`config.mk`:
```
export PLATFORM = sky130hd
export DESIGN_NAME = bcd_serial_addsub
export DESIGN_NICKNAME = d
export VERILOG_FILES = /design/src/rtl/bcd_serial_addsub.sv
export SDC_FILE = /design/constraint.sdc
export NUM_CORES = 1
export LEC_CHECK = 0
export ABC_CLOCK_PERIOD_IN_PS = 4200
export CELL_PAD_IN_SITES_DETAIL_PLACEMENT = 0
export CELL_PAD_IN_SITES_GLOBAL_PLACEMENT = 1
export CORE_ASPECT_RATIO = 1.1
export CORE_UTILIZATION = 37
export DETAILED_ROUTE_END_ITERATION = 12
export PLACE_DENSITY_LB_ADDON = 0.3
export SLEW_MARGIN = 20
export SYNTH_ARGS = -nofsm -noshare
export SYNTH_HDL_FRONTEND = slang
export SYNTH_SLANG_ARGS = --single-unit
export TNS_END_PERCENT = 10
```
`constraint.sdc`:
```
create_clock -name clk -period 4.2 [get_ports clk]
set_clock_uncertainty 0.15 [all_clocks]
set_input_delay 0.63 -clock clk [delete_from_list [all_inputs] [get_ports clk]]
set_output_delay 0.63 -clock clk [all_outputs]
set_load 0.05 [all_outputs]
```
`src/rtl/bcd_serial_addsub.sv`:
```
// Digit-serial BCD adder/subtractor: one decimal digit per clock, LSD first,
// with start/busy/done handshake and operand validity flagging.

module bcd_digit_add (
   input  logic [3:0] x_i,
   input  logic [3:0] y_i,
   input  logic       c_i,
   output logic [3:0] s_o,
   output logic       c_o
);
   logic [4:0] raw;

   always_comb begin
      raw = {1'b0, x_i} + {1'b0, y_i} + {4'd0, c_i};
      s_o = raw[3:0];
      c_o = 1'b0;
      if (raw > 5'd9) begin
         s_o = raw[3:0] + 4'd6;
         c_o = 1'b1;
      end
   end
endmodule

module bcd_serial_addsub #(
   parameter int DIGITS = 4
) (
   input  logic                  clk,
   input  logic                  rst_n,
   input  logic                  start,
   input  logic                  sub,
   input  logic                  ci,
   input  logic [4*DIGITS-1:0]   a,
   input  logic [4*DIGITS-1:0]   b,
   output logic [4*DIGITS-1:0]   result,
   output logic                  cout,
   output logic                  invalid,
   output logic                  busy,
   output logic                  done
);
   localparam int IW = (DIGITS > 1) ? $clog2(DIGITS) : 1;
   localparam logic [IW-1:0] LAST = IW'(DIGITS - 1);

   typedef enum logic [1:0] {S_IDLE, S_RUN, S_DONE} state_t;

   state_t                 state_q;
   logic [DIGITS-1:0][3:0] a_v, b_v, b_nc;
   logic [DIGITS-1:0][3:0] a_q, bp_q, res_q;
   logic [DIGITS-1:0]      bad;
   logic [IW-1:0]          idx_q;
   logic                   carry_q, sub_q;
   logic                   cout_q, inv_q, busy_q, done_q;
   logic [3:0]             dig_d;
   logic                   carry_d;

   assign a_v = a;
   assign b_v = b;

   // Subtraction is a + (nines complement of b) + ~borrow_in, so the same
   // digit adder serves both modes.
   for (genvar g = 0; g < DIGITS; g++) begin : g_dig
      assign b_nc[g] = 4'd9 - b_v[g];
      assign bad[g]  = (a_v[g] > 4'd9) | (b_v[g] > 4'd9);
   end

   bcd_digit_add u_add (
      .x_i (a_q[idx_q]),
      .y_i (bp_q[idx_q]),
      .c_i (carry_q),
      .s_o (dig_d),
      .c_o (carry_d)
   );

   always_ff @(posedge clk or negedge rst_n) begin
      if (!rst_n) begin
         state_q <= S_IDLE;
         a_q     <= '0;
         bp_q    <= '0;
         res_q   <= '0;
         idx_q   <= '0;
         carry_q <= 1'b0;
         sub_q   <= 1'b0;
         cout_q  <= 1'b0;
         inv_q   <= 1'b0;
         busy_q  <= 1'b0;
         done_q  <= 1'b0;
      end else begin
         case (state_q)
            S_IDLE: begin
               done_q <= 1'b0;
               if (start) begin
                  state_q <= S_RUN;
                  a_q     <= a_v;
                  bp_q    <= sub ? b_nc : b_v;
                  sub_q   <= sub;
                  carry_q <= sub ? ~ci : ci;
                  idx_q   <= '0;
                  res_q   <= '0;
                  cout_q  <= 1'b0;
                  inv_q   <= |bad;
                  busy_q  <= 1'b1;
               end
            end
            S_RUN: begin
               res_q[idx_q] <= dig_d;
               carry_q      <= carry_d;
               idx_q        <= idx_q + 1'b1;
               if (idx_q == LAST) begin
                  state_q <= S_DONE;
                  idx_q   <= '0;
                  busy_q  <= 1'b0;
                  done_q  <= 1'b1;
                  // Invalid operands yield a clean zero rather than garbage digits.
                  if (inv_q) begin
                     res_q  <= '0;
                     cout_q <= 1'b0;
                  end else begin
                     cout_q <= sub_q ? ~carry_d : carry_d;
                  end
               end
            end
            S_DONE: begin
               state_q <= S_IDLE;
               done_q  <= 1'b0;
            end
            default: state_q <= S_IDLE;
         endcase
      end
   end

   assign result  = res_q;
   assign cout    = cout_q;
   assign invalid = inv_q;
   assign busy    = busy_q;
   assign done    = done_q;
endmodule

```
==> results by group <==
Run status
  • Status: finished clean

Floorplanning
  • Die width: ~87 µm
  • Die height: around 95 µm
  • Ports: 57
  • Core Region: between 0.007 and 0.008 mm²
  • Rows: 33
  • Die area: slightly above 0.008 mm²
  • Starting Density: 38.9%

Place
  • Port bufs: between 50 and 60
  • Hpwl dp: between 5 and 6 mm
  • Final RePlAce weighted congestion: around 0.75

Logic synthesis
  • Top-area cell type share of the netlist area: 49.4%
  • Post-Syn Nets: about 310
  • Mapped Avg Cell Area: 11.6 µm²
  • Synth top area cells: dfrtp_1, mux2_2, mux4_2
  • Top post-synthesis cells by count: dfrtp_1, o21ai_0, nand2_1, mux2_2, inv_1
  • Synth Warn #: 0
  • Cell with the most instances after synthesis: dfrtp_1
  • Area leader, netlist: dfrtp_1
  • Syn Inst Count: roughly 250
  • EDFF count, synth: 0
  • Synth async-reset ratio: 100%
  • Post-Syn Area: just under 0.003 mm²
  • Dominant synthesized flop cell: dfrtp_1
  • Yosys cell types: 35
  • Post-synthesis sequential area ratio: between 40 and 50%
  • Yosys reg bits: 58

Setup path
  • Crit path max-delay cell type: mux4_2
  • Worst flop-to-flop path endpoint: result[14]$_DFFE_PN0P_
  • WP buf/inv: 1
  • CP endpoint kind: flop
  • Critical path's top delay family: adder cells
  • CP required: roughly 4.3 ns
  • Crit path to: result[14]$_DFFE_PN0P_
  • Depth of the worst register-to-register path: 10
  • Slack of the worst reg-to-reg path: slightly below 0.5 ns
  • Worst setup SP type: flop
  • CP Cell Sequence: mux4_2 > fa_1 > inv_1 > fa_1 > ha_1 > nand2_1 > a32oi_1 > a311oi_4 > mux2_2 > o21ai_0
  • Critical Path Max Stage Delay: between 0.5 and 0.6 ns
  • Setup CP Type: flop to flop
  • Setup crit start: idx_q[0]$_DFFE_PN0P_
  • CP dominant cell by count: fa_1
  • Worst EP arrival: ~3.8 ns
  • Crit path max fanout: 6
  • R2r startpoint: idx_q[0]$_DFFE_PN0P_
  • Crit path depth: 10

Routing
  • Final ANT Viol Nets: 0
  • Routed WL: about 6.5 mm
  • Post-route DRC: 0
  • DR WL/cell: 15.4 µm
  • Via/cell ratio: ~5.0
  • Initial DRC count: between 60 and 70
  • DR pass1 iterations: 4
  • Vias after detailed routing: 2115

Job
  • Max capacitance violation total: 0

STA
  • Final Setup Violations: 0
  • Final hold violations: 0
  • Final Max Tran Viols: 0
  • Final setup TNS: 0 ns
  • Fin crit period: 3.71 ns
  • Unrepaired setup endpoints after global routing: no
  • Fmax: between 0.2 and 0.3 GHz
  • Fin crit share: between 80% and 90%
  • Least-Margin Pin Slew: about 0.8 ns
  • Rel. slew slack: roughly 47%

Global route
  • GRT Resource Usage Total: 18.0%
  • GRT overflow: 0
  • First-pass GRT wire length: around 11 mm
  • Largest net degree at the start of global routing: 51
  • Number of global-route vias before repair: around 2200
  • Initial antenna violation count: 0

Clocking
  • # hold bufs at CTS: 0
  • Num Clock Sinks: 58
  • Root Driver: clkbuf_8
  • CTS tree: done
  • Gates resized, CTS repair: 0
  • Htree depth: 3
  • Clk slew on worst S/H paths: 0.07 ns
  • Worst-skew pair later-pin latency: about 0.34 ns
  • CTS Buf Count: 9
  • Postcts setup bufs: 0
  • Maximum clock path buffer count: 2

Final layout
  • Syn-to-layout area delta: 30.5%
  • Layout cell share with drive strength beyond 1: a little under a fifth
  • # nets final: 366
  • Diodes inserted: 0

Worst hold path
  • Worst hold path class: input port to async pin
-- worst register-to-register path: cells and delay by family (launching register included) --
family / cells / cell delay [ns]
DFF: 1 / 0.46
muxes: 2 / 0.97
AOI/OAI and AO/OA: 3 / 0.76
and+or+nand+nor: 1 / 0.06
buffers and inverters: 1 / 0.08
adders and majority gates: 3 / 1.15
-- per-layer routing --
layer  track usage [%]  vias up  share of wire [%]
met3              3.72       12                3.6
met4              7.50        0                1.7
met2              30.8       53                 50
li1                  -     1022                  -
met5                 0        -                  0
met1              22.0     1028                 44
-- sequential cells by signal (all words and copies together) (netlist names) --
| name | count |
|---|---|
| bp_q | 16 |
| invalid | 1 |
| result | 16 |
| busy | 1 |
| sub_q | 1 |
| done | 1 |
| carry_q | 1 |
| state_q | 2 |
| idx_q | 2 |
| cout | 1 |
| a_q | 16 |
-- cells by family (layout without fill, tap and decap cells) --
group                    after synthesis  count (layout)  share of synthesized area (%)
AND/OR/NAND/NOR                       49              49                           7.32
AO/OA/AOI/OAI                         59              59                           13.2
XOR/XNOR                              12              12                           3.83
adder cells (fa/ha/maj)               15              15                           6.89
buffers and inverters                 27              92                           3.45
multiplexers                          34              34                           15.9
flip-flops                            58              58                           49.4
-- layout make-up --
class	instances	area, µm²
Sequential cell	58	1450
Clock buffer	11	141
Tap cell	105	131
Fill cell	723	3720
Multi-Input combinational cell	169	1390
Timing Repair Buffer	59	578
Inverter	17	63.8
Clock inverter	5	77.6
-- worst min-delay path by stage --
stage	from	end	slack [ns]	depth (start not counted)
floorplan	rst_n	a_q[0]$_DFFE_PN0P_	0.18	0
global placement	busy$_DFFE_PN0P_	busy$_DFFE_PN0P_	0.32	1
detailed placement	busy$_DFFE_PN0P_	busy$_DFFE_PN0P_	0.32	1
CTS	rst_n	result[15]$_DFFE_PN0P_	0.13	1
global route	rst_n	result[15]$_DFFE_PN0P_	0.17	1
finish	rst_n	result[15]$_DFFE_PN0P_	0.12	1
-- stage by stage --
stage	setup WS (ns)	utilization [%]	cell area [µm²]	instances	hold slack [ns]
3_5_place_dp	0.462	47.9	3620	408	0.316
6_report	0.487	50.8	3840	424	0.124
3_3_place_gp	0.600	47.9	3620	408	0.317
4_1_cts	0.461	50.8	3840	424	0.134
5_1_grt	0.219	50.8	3840	424	0.170
2_1_floorplan	0.295	-	2940	254	0.184
-- cell usage in the layout, fill, tap and decap left out, drive strengths merged, types with 3 or more instances in the layout --
cell	instances
a21o	3
a21oi	14
a32o	8
buf	4
clkbuf	11
clkdlybuf4s50	55
dfrtp	58
ha	13
inv	17
mux2	22
mux2i	4
mux4	8
nand2	24
nor2	15
o21ai	26
xnor2	4
xor2	8
Power is not shown: default switching activity piles up to over one toggle a cycle in this logic, so the estimate is an artifact.
